**config.mk**
```make
export PLATFORM = sky130hd
export DESIGN_NAME = tff_pulse_driver
export DESIGN_NICKNAME = d
export VERILOG_FILES = /design/src/rtl/tff_pulse_driver.sv
export SDC_FILE = /design/constraint.sdc
export NUM_CORES = 1
export LEC_CHECK = 0
export BUFFER_PORTS_ARGS = -buffer_cell sky130_fd_sc_hd__buf_2
export CAP_MARGIN = 20
export CORE_AREA = 5 5 60 62
export CTS_CLUSTER_SIZE = 24
export DETAILED_ROUTE_END_ITERATION = 10
export DIE_AREA = 0 0 65 67
export MAX_ROUTING_LAYER = met4
export PLACE_DENSITY = 0.74
export SLEW_MARGIN = 25
export SYNTH_ARGS = -nofsm -noshare
export SYNTH_HDL_FRONTEND = slang
export SYNTH_SLANG_ARGS = --single-unit
export TNS_END_PERCENT = 20
```
**constraint.sdc**
```tcl
create_clock -name clk -period 2.83 [get_ports clk]
set_input_delay 0.4245 -clock clk [delete_from_list [all_inputs] [get_ports clk]]
set_output_delay 0.4245 -clock clk [all_outputs]
set_load 0.01 [all_outputs]
```
**src/rtl/tff_pulse_driver.sv**
```systemverilog
// tff_pulse_driver: stimulus/readout engine for a toggle-flip-flop cell.
//
// Accepts a pulse count on a valid/ready command port, clears the TFF, issues exactly
// that many write-enable pulses, asserts read-enable, samples the cell's out/carry and
// returns the result on a valid/ready response port. Every output is a flop.
//
// Ports:
//   clk        system clock, rising edge
//   rstb       asynchronous active-low reset
//   cmd_valid  command present
//   cmd_ready  driver can accept a command
//   cmd_count  number of WE pulses to issue
//   rsp_valid  result available
//   rsp_ready  consumer accepts result
//   rsp_out    tff_out sampled on the last read cycle
//   rsp_carry  sticky OR of tff_carry over pulse and read phases
//   tff_we     write-enable pulse to the TFF
//   tff_re     read-enable to the TFF
//   tff_rstb   active-low clear to the TFF
//   tff_out    TFF state
//   tff_carry  TFF carry
//   rsp_err    (only with TFF_PULSE_DRIVER_CHECK_EN) rsp_out differs from the parity of
//              cmd_count; meaningful only while rsp_valid is high
//
// Optional feature macro: TFF_PULSE_DRIVER_CHECK_EN adds rsp_err and its compare logic.

module tff_pulse_driver #(
    parameter int unsigned CNT_W   = 8,
    parameter int unsigned PULSE_W = 2,
    parameter int unsigned GAP_W   = 2,
    parameter int unsigned CLR_W   = 2,
    parameter int unsigned READ_W  = 4
) (
    input  logic             clk,
    input  logic             rstb,
    input  logic             cmd_valid,
    output logic             cmd_ready,
    input  logic [CNT_W-1:0] cmd_count,
    output logic             rsp_valid,
    input  logic             rsp_ready,
    output logic             rsp_out,
    output logic             rsp_carry,
    output logic             tff_we,
    output logic             tff_re,
    output logic             tff_rstb,
    input  logic             tff_out,
    input  logic             tff_carry
`ifdef TFF_PULSE_DRIVER_CHECK_EN
    ,
    output logic             rsp_err
`endif
);

    // The clear phase holds tff_rstb low for CLR_W cycles and then spends one more
    // cycle with tff_rstb released, so the first WE/RE edge never coincides with the
    // release of the clear.
    localparam int unsigned ClrLen = CLR_W + 1;
    localparam int unsigned MaxA   = (ClrLen > PULSE_W) ? ClrLen : PULSE_W;
    localparam int unsigned MaxB   = (GAP_W > READ_W) ? GAP_W : READ_W;
    localparam int unsigned MaxLen = (MaxA > MaxB) ? MaxA : MaxB;
    localparam int unsigned CYC_W  = $clog2(MaxLen + 1);

    typedef enum logic [2:0] {
        StIdle,
        StClr,
        StPulseHi,
        StPulseLo,
        StRead,
        StDone
    } state_e;

    state_e             state_q, state_d;
    logic [CYC_W-1:0]   cyc_q, cyc_d;
    logic [CNT_W-1:0]   rem_q, rem_d;
    logic               acc_q, acc_d;
    logic               rsp_out_d, rsp_carry_d;
`ifdef TFF_PULSE_DRIVER_CHECK_EN
    logic               par_q, par_d;
    logic               rsp_err_d;
`endif

    always_comb begin
        state_d     = state_q;
        rem_d       = rem_q;
        acc_d       = acc_q;
        rsp_out_d   = rsp_out;
        rsp_carry_d = rsp_carry;
`ifdef TFF_PULSE_DRIVER_CHECK_EN
        par_d       = par_q;
        rsp_err_d   = rsp_err;
`endif
        unique case (state_q)
            StIdle: begin
                if (cmd_valid && cmd_ready) begin
                    rem_d   = cmd_count;
                    acc_d   = 1'b0;
`ifdef TFF_PULSE_DRIVER_CHECK_EN
                    par_d   = cmd_count[0];
`endif
                    state_d = StClr;
                end
            end
            StClr: begin
                if (cyc_q == CYC_W'(ClrLen - 1)) begin
                    state_d = (rem_q != '0) ? StPulseHi : StRead;
                end
            end
            StPulseHi: begin
                acc_d = acc_q | tff_carry;
                if (cyc_q == CYC_W'(PULSE_W - 1)) begin
                    state_d = StPulseLo;
                end
            end
            StPulseLo: begin
                acc_d = acc_q | tff_carry;
                if (cyc_q == CYC_W'(GAP_W - 1)) begin
                    // rem_q is never zero here, so the decrement cannot wrap.
                    rem_d   = rem_q - 1'b1;
                    state_d = (rem_q == CNT_W'(1)) ? StRead : StPulseHi;
                end
            end
            StRead: begin
                acc_d = acc_q | tff_carry;
                if (cyc_q == CYC_W'(READ_W - 1)) begin
                    rsp_out_d   = tff_out;
                    rsp_carry_d = acc_q | tff_carry;
`ifdef TFF_PULSE_DRIVER_CHECK_EN
                    rsp_err_d   = tff_out ^ par_q;
`endif
                    state_d     = StDone;
                end
            end
            StDone: begin
                if (rsp_valid && rsp_ready) begin
                    state_d = StIdle;
                end
            end
            default: state_d = StIdle;
        endcase

        // Cycle counter restarts on every state change and idles at zero when untimed.
        if (state_d != state_q || state_q == StIdle || state_q == StDone) begin
            cyc_d = '0;
        end else begin
            cyc_d = cyc_q + 1'b1;
        end
    end

    always_ff @(posedge clk or negedge rstb) begin
        if (!rstb) begin
            state_q   <= StIdle;
            cyc_q     <= '0;
            rem_q     <= '0;
            acc_q     <= 1'b0;
            cmd_ready <= 1'b0;
            rsp_valid <= 1'b0;
            rsp_out   <= 1'b0;
            rsp_carry <= 1'b0;
            tff_we    <= 1'b0;
            tff_re    <= 1'b0;
            tff_rstb  <= 1'b0;
`ifdef TFF_PULSE_DRIVER_CHECK_EN
            par_q     <= 1'b0;
            rsp_err   <= 1'b0;
`endif
        end else begin
            state_q   <= state_d;
            cyc_q     <= cyc_d;
            rem_q     <= rem_d;
            acc_q     <= acc_d;
            // Outputs are decoded from the next state so they change on the same edge
            // as the state itself.
            cmd_ready <= (state_d == StIdle);
            rsp_valid <= (state_d == StDone);
            rsp_out   <= rsp_out_d;
            rsp_carry <= rsp_carry_d;
            tff_we    <= (state_d == StPulseHi);
            tff_re    <= (state_d == StRead);
            tff_rstb  <= !((state_d == StClr) && (cyc_d < CYC_W'(CLR_W)));
`ifdef TFF_PULSE_DRIVER_CHECK_EN
            par_q     <= par_d;
            rsp_err   <= rsp_err_d;
`endif
        end
    end

endmodule

```
==> flow_metrics.py <==
metrics = {
    "route": {
        "vias_per_cell": 5.596,
        "drt_first_pass_iters": 4,
        "drtAntennaViolNets": 0,
        "wl_per_cell_um": 14.68,
        "finalWirelength_um": 2760,
        "drc": 0,
        "drtIter0Drc": 50,
        "vias": 1052,
    },
    "place": {
        "pre_cts_slack_ps": 961.9,
        "dp_hpwl_um": 2118,
        "io_buffers": 20,
        "place_congestion": 0.7860,
    },
    "die": {
        "ios": 21,
        "rows": 20,
        "fp.dieW_um": 65,
        "die_area_sq_um": 4355,
        "die_height_um": 67,
        "initial_core_util_pct": 44.03,
        "core_area_sq_um": 2978,
    },
    "yosys": {
        "synth_top_area_cell": "dfrtp_1",
        "synth_async_sr_flop_share_pct": 100.0,
        "ys_seq_area_share_pct": 41.98,
        "yosys-top-cells-count": "dfrtp_1, nor2_1, a21oi_1",
        "syn_area_per_cell_sq_um": 9.713,
        "synth_area_sq_um": 1311,
        "synthFlopType": "dfrtp_1",
        "synth.ff_latch_count": 22,
        "yosysTopAreaCellShare_pct": 41.98,
        "synth.area.top_cells": "dfrtp_1, ha_1, a21oi_1",
        "synth_edf_count": 0,
        "yosys_warnings": 0,
        "synth_most_common_cell": "dfrtp_1",
        "ys_types": 43,
        "syn_inst": 135,
        "syn_nets": 156,
    },
    "min_path": {
        "hp-class": "input port to async pin",
    },
    "setup_path": {
        "cp_slowest_cell": "dfrtp_1",
        "reg2regPathDepth": 5,
        "path_cells": "or3b_1 -> o2bb2ai_1 -> a211o_2 -> mux2i_1 -> nor2_1",
        "cp-start-kind": "flop",
        "setup.worst_path.end": "cyc_q[2]",
        "path_max_fanout": 13,
        "end_kind": "flop",
        "cp_num_buf_inv": 0,
        "path_depth": 5,
        "critPathKind": "flop to flop",
        "slowest_delay_ps": 610,
        "path_delay_family": "flip-flops",
        "crit_path_start": "state_q[0]",
        "cp_data_arrival_time_ps": 2090,
        "reg2reg_slack_ps": 960,
        "worstReg2RegStart": "state_q[0]",
        "critPathRequiredTime_ps": 3050,
        "r2r-end": "cyc_q[2]",
    },
    "pwr": {
        "leakage_nw": 0.6564,
        "p_per_area_nw_per_um2": 987.0,
        "irDropWorstVdd_uv": 408.1,
    },
    "clock_network": {
        "htree_levels": 1,
        "cts_root_buf": "clkbuf_4",
        "cts_buffer_depth": 2,
        "cts.clk_slew.worst_paths_ps": 130,
        "post_cts_buffers": 0,
        "cts_tree": "built",
        "cts.sinks": 22,
        "cts_made_buffers": 3,
        "cts_hold_buf": 0,
        "cts_resized": 0,
        "clk_latency_ps": 330,
    },
    "cells_and_area": {
        "regArea_sq_um": 550.5,
        "multi_input_area_sq_um": 699.4,
        "diodes": 0,
        "final_layout_size_suffix_gt1_share_pct": 23.23,
        "area_growth_syn_to_layout_pct": 12.40,
        "fillers": 271,
        "nets": 177,
    },
    "sta": {
        "worst_pin_slew_ps": 496.1,
        "tns_ps": 0,
        "setup_violations": 0,
        "slew_viol_final": 0,
        "setup_slack_ps": 958.2,
        "grt_setup_unrepaired": "false",
        "layout_min_cycle_time_ps": 1872,
        "slew-limit-headroom_pct": 66.93,
        "fmax_mhz": 534.2,
        "fin_crit_sh_pct": 66.14,
        "finalHoldViolations": 0,
        "clock_skew_ps": 2.837,
    },
    "global_routing": {
        "grt_pass1_vias": 1095,
        "track_usage_pct": 14.78,
        "globalRouteOverflowTotal": 0,
        "antenna_found_initial": 0,
        "grt_pass1_wl_um": 4795,
        "grt_max_degree": 23,
    },
    "status": {
        "status": "completed",
    },
    "job": {
        "maxCapViolations": 0,
    },
}
[layout by cell type (no fill, tap or decap), types with 2 or more instances in the layout]
| master | instances |
|---|---|
| o2bb2ai_1 | 2 |
| clkbuf_4 | 3 |
| nand2b_1 | 6 |
| nand3_1 | 2 |
| buf_2 | 20 |
| dfrtp_1 | 22 |
| o32ai_1 | 2 |
| a21oi_1 | 14 |
| or3_1 | 2 |
| ha_1 | 7 |
| nor2_1 | 16 |
| o21ai_0 | 9 |
| nand2_1 | 7 |
| nor3b_1 | 2 |
| o22ai_1 | 2 |
| nor3_1 | 2 |
| inv_1 | 8 |
| o21ai_1 | 2 |
| and2_1 | 3 |
[per-stage QoR]
stage          power (mW)  area, sq um  instances  util (%)  hold slack, ps
2_1_floorplan       1.071         1311        135         -           128.9
3_3_place_gp        1.178         1421        184     47.73           415.7
5_1_grt             1.584         1474        188     49.50           67.29
6_report            1.455         1474        188     49.50           35.58
4_1_cts             1.464         1474        188     49.50           56.54
3_5_place_dp        1.213         1421        184     47.73           424.0
[worst min-delay path by stage]
stage	cells past startpoint	slack (ps)	endpoint
after floorplan	0	130	acc_q
after global placement	1	420	rsp_out
after detailed placement	1	420	rsp_out
after CTS	1	60	rem_q[0]
after global routing	1	70	rsp_out
final	1	40	rsp_out
[power breakdown]
part,internal (mW),switching (mW)
Combinational,0.280,0.386
Clock,0.143,0.108
Sequential,0.427,0.110
Total,0.851,0.604
[worst reg2reg max path, delay by kind of cell, from the launching register on]
family	cells	cell delay, ps
AOI/OAI and AO/OA	2	360
DFF	1	610
muxes	1	270
and+or+nand+nor	2	520
[logic make-up after synthesis]
kind of cell	after synthesis	synth area share [%]
buffers and inverters	12	4.675
AOI/OAI and AO/OA	42	23.28
DFF	22	41.98
xor gates and xnor gates	1	0.6681
muxes	2	1.622
adders and majority gates	7	6.679
and+or+nand+nor	49	21.09
[routing by layer]
layer / part of all wire, % / up-vias / global-route usage [%] / routed length [um]
li1: - / 520 / - / -
met3: 5.9 / 7 / 4.216 / 164
met1: 43 / 497 / 16.08 / 1175
met5: 0 / - / - / 0
met4: 2.0 / 0 / 5.013 / 55
met2: 49 / 28 / 25.93 / 1364
[flip-flops by register name, summed over array words and instances (netlist names)]
| name | cells |
|---|---|
| tff_rstb | 1 |
| rsp_valid | 1 |
| tff_re | 1 |
| rsp_carry | 1 |
| state_q | 3 |
| acc_q | 1 |
| rsp_out | 1 |
| cmd_ready | 1 |
| tff_we | 1 |
| cyc_q | 3 |
| rem_q | 8 |
[layout make-up]
class | instances | share of cell area [%]
inverters | 8 | 2.037
clock buffers | 3 | 1.528
flip-flops and latches | 22 | 37.35
repair buffers | 20 | 6.791
multi-input cells | 101 | 47.45
well taps | 33 | 2.801
clock inverters | 1 | 2.037
(Power assumes the default switching activity.)
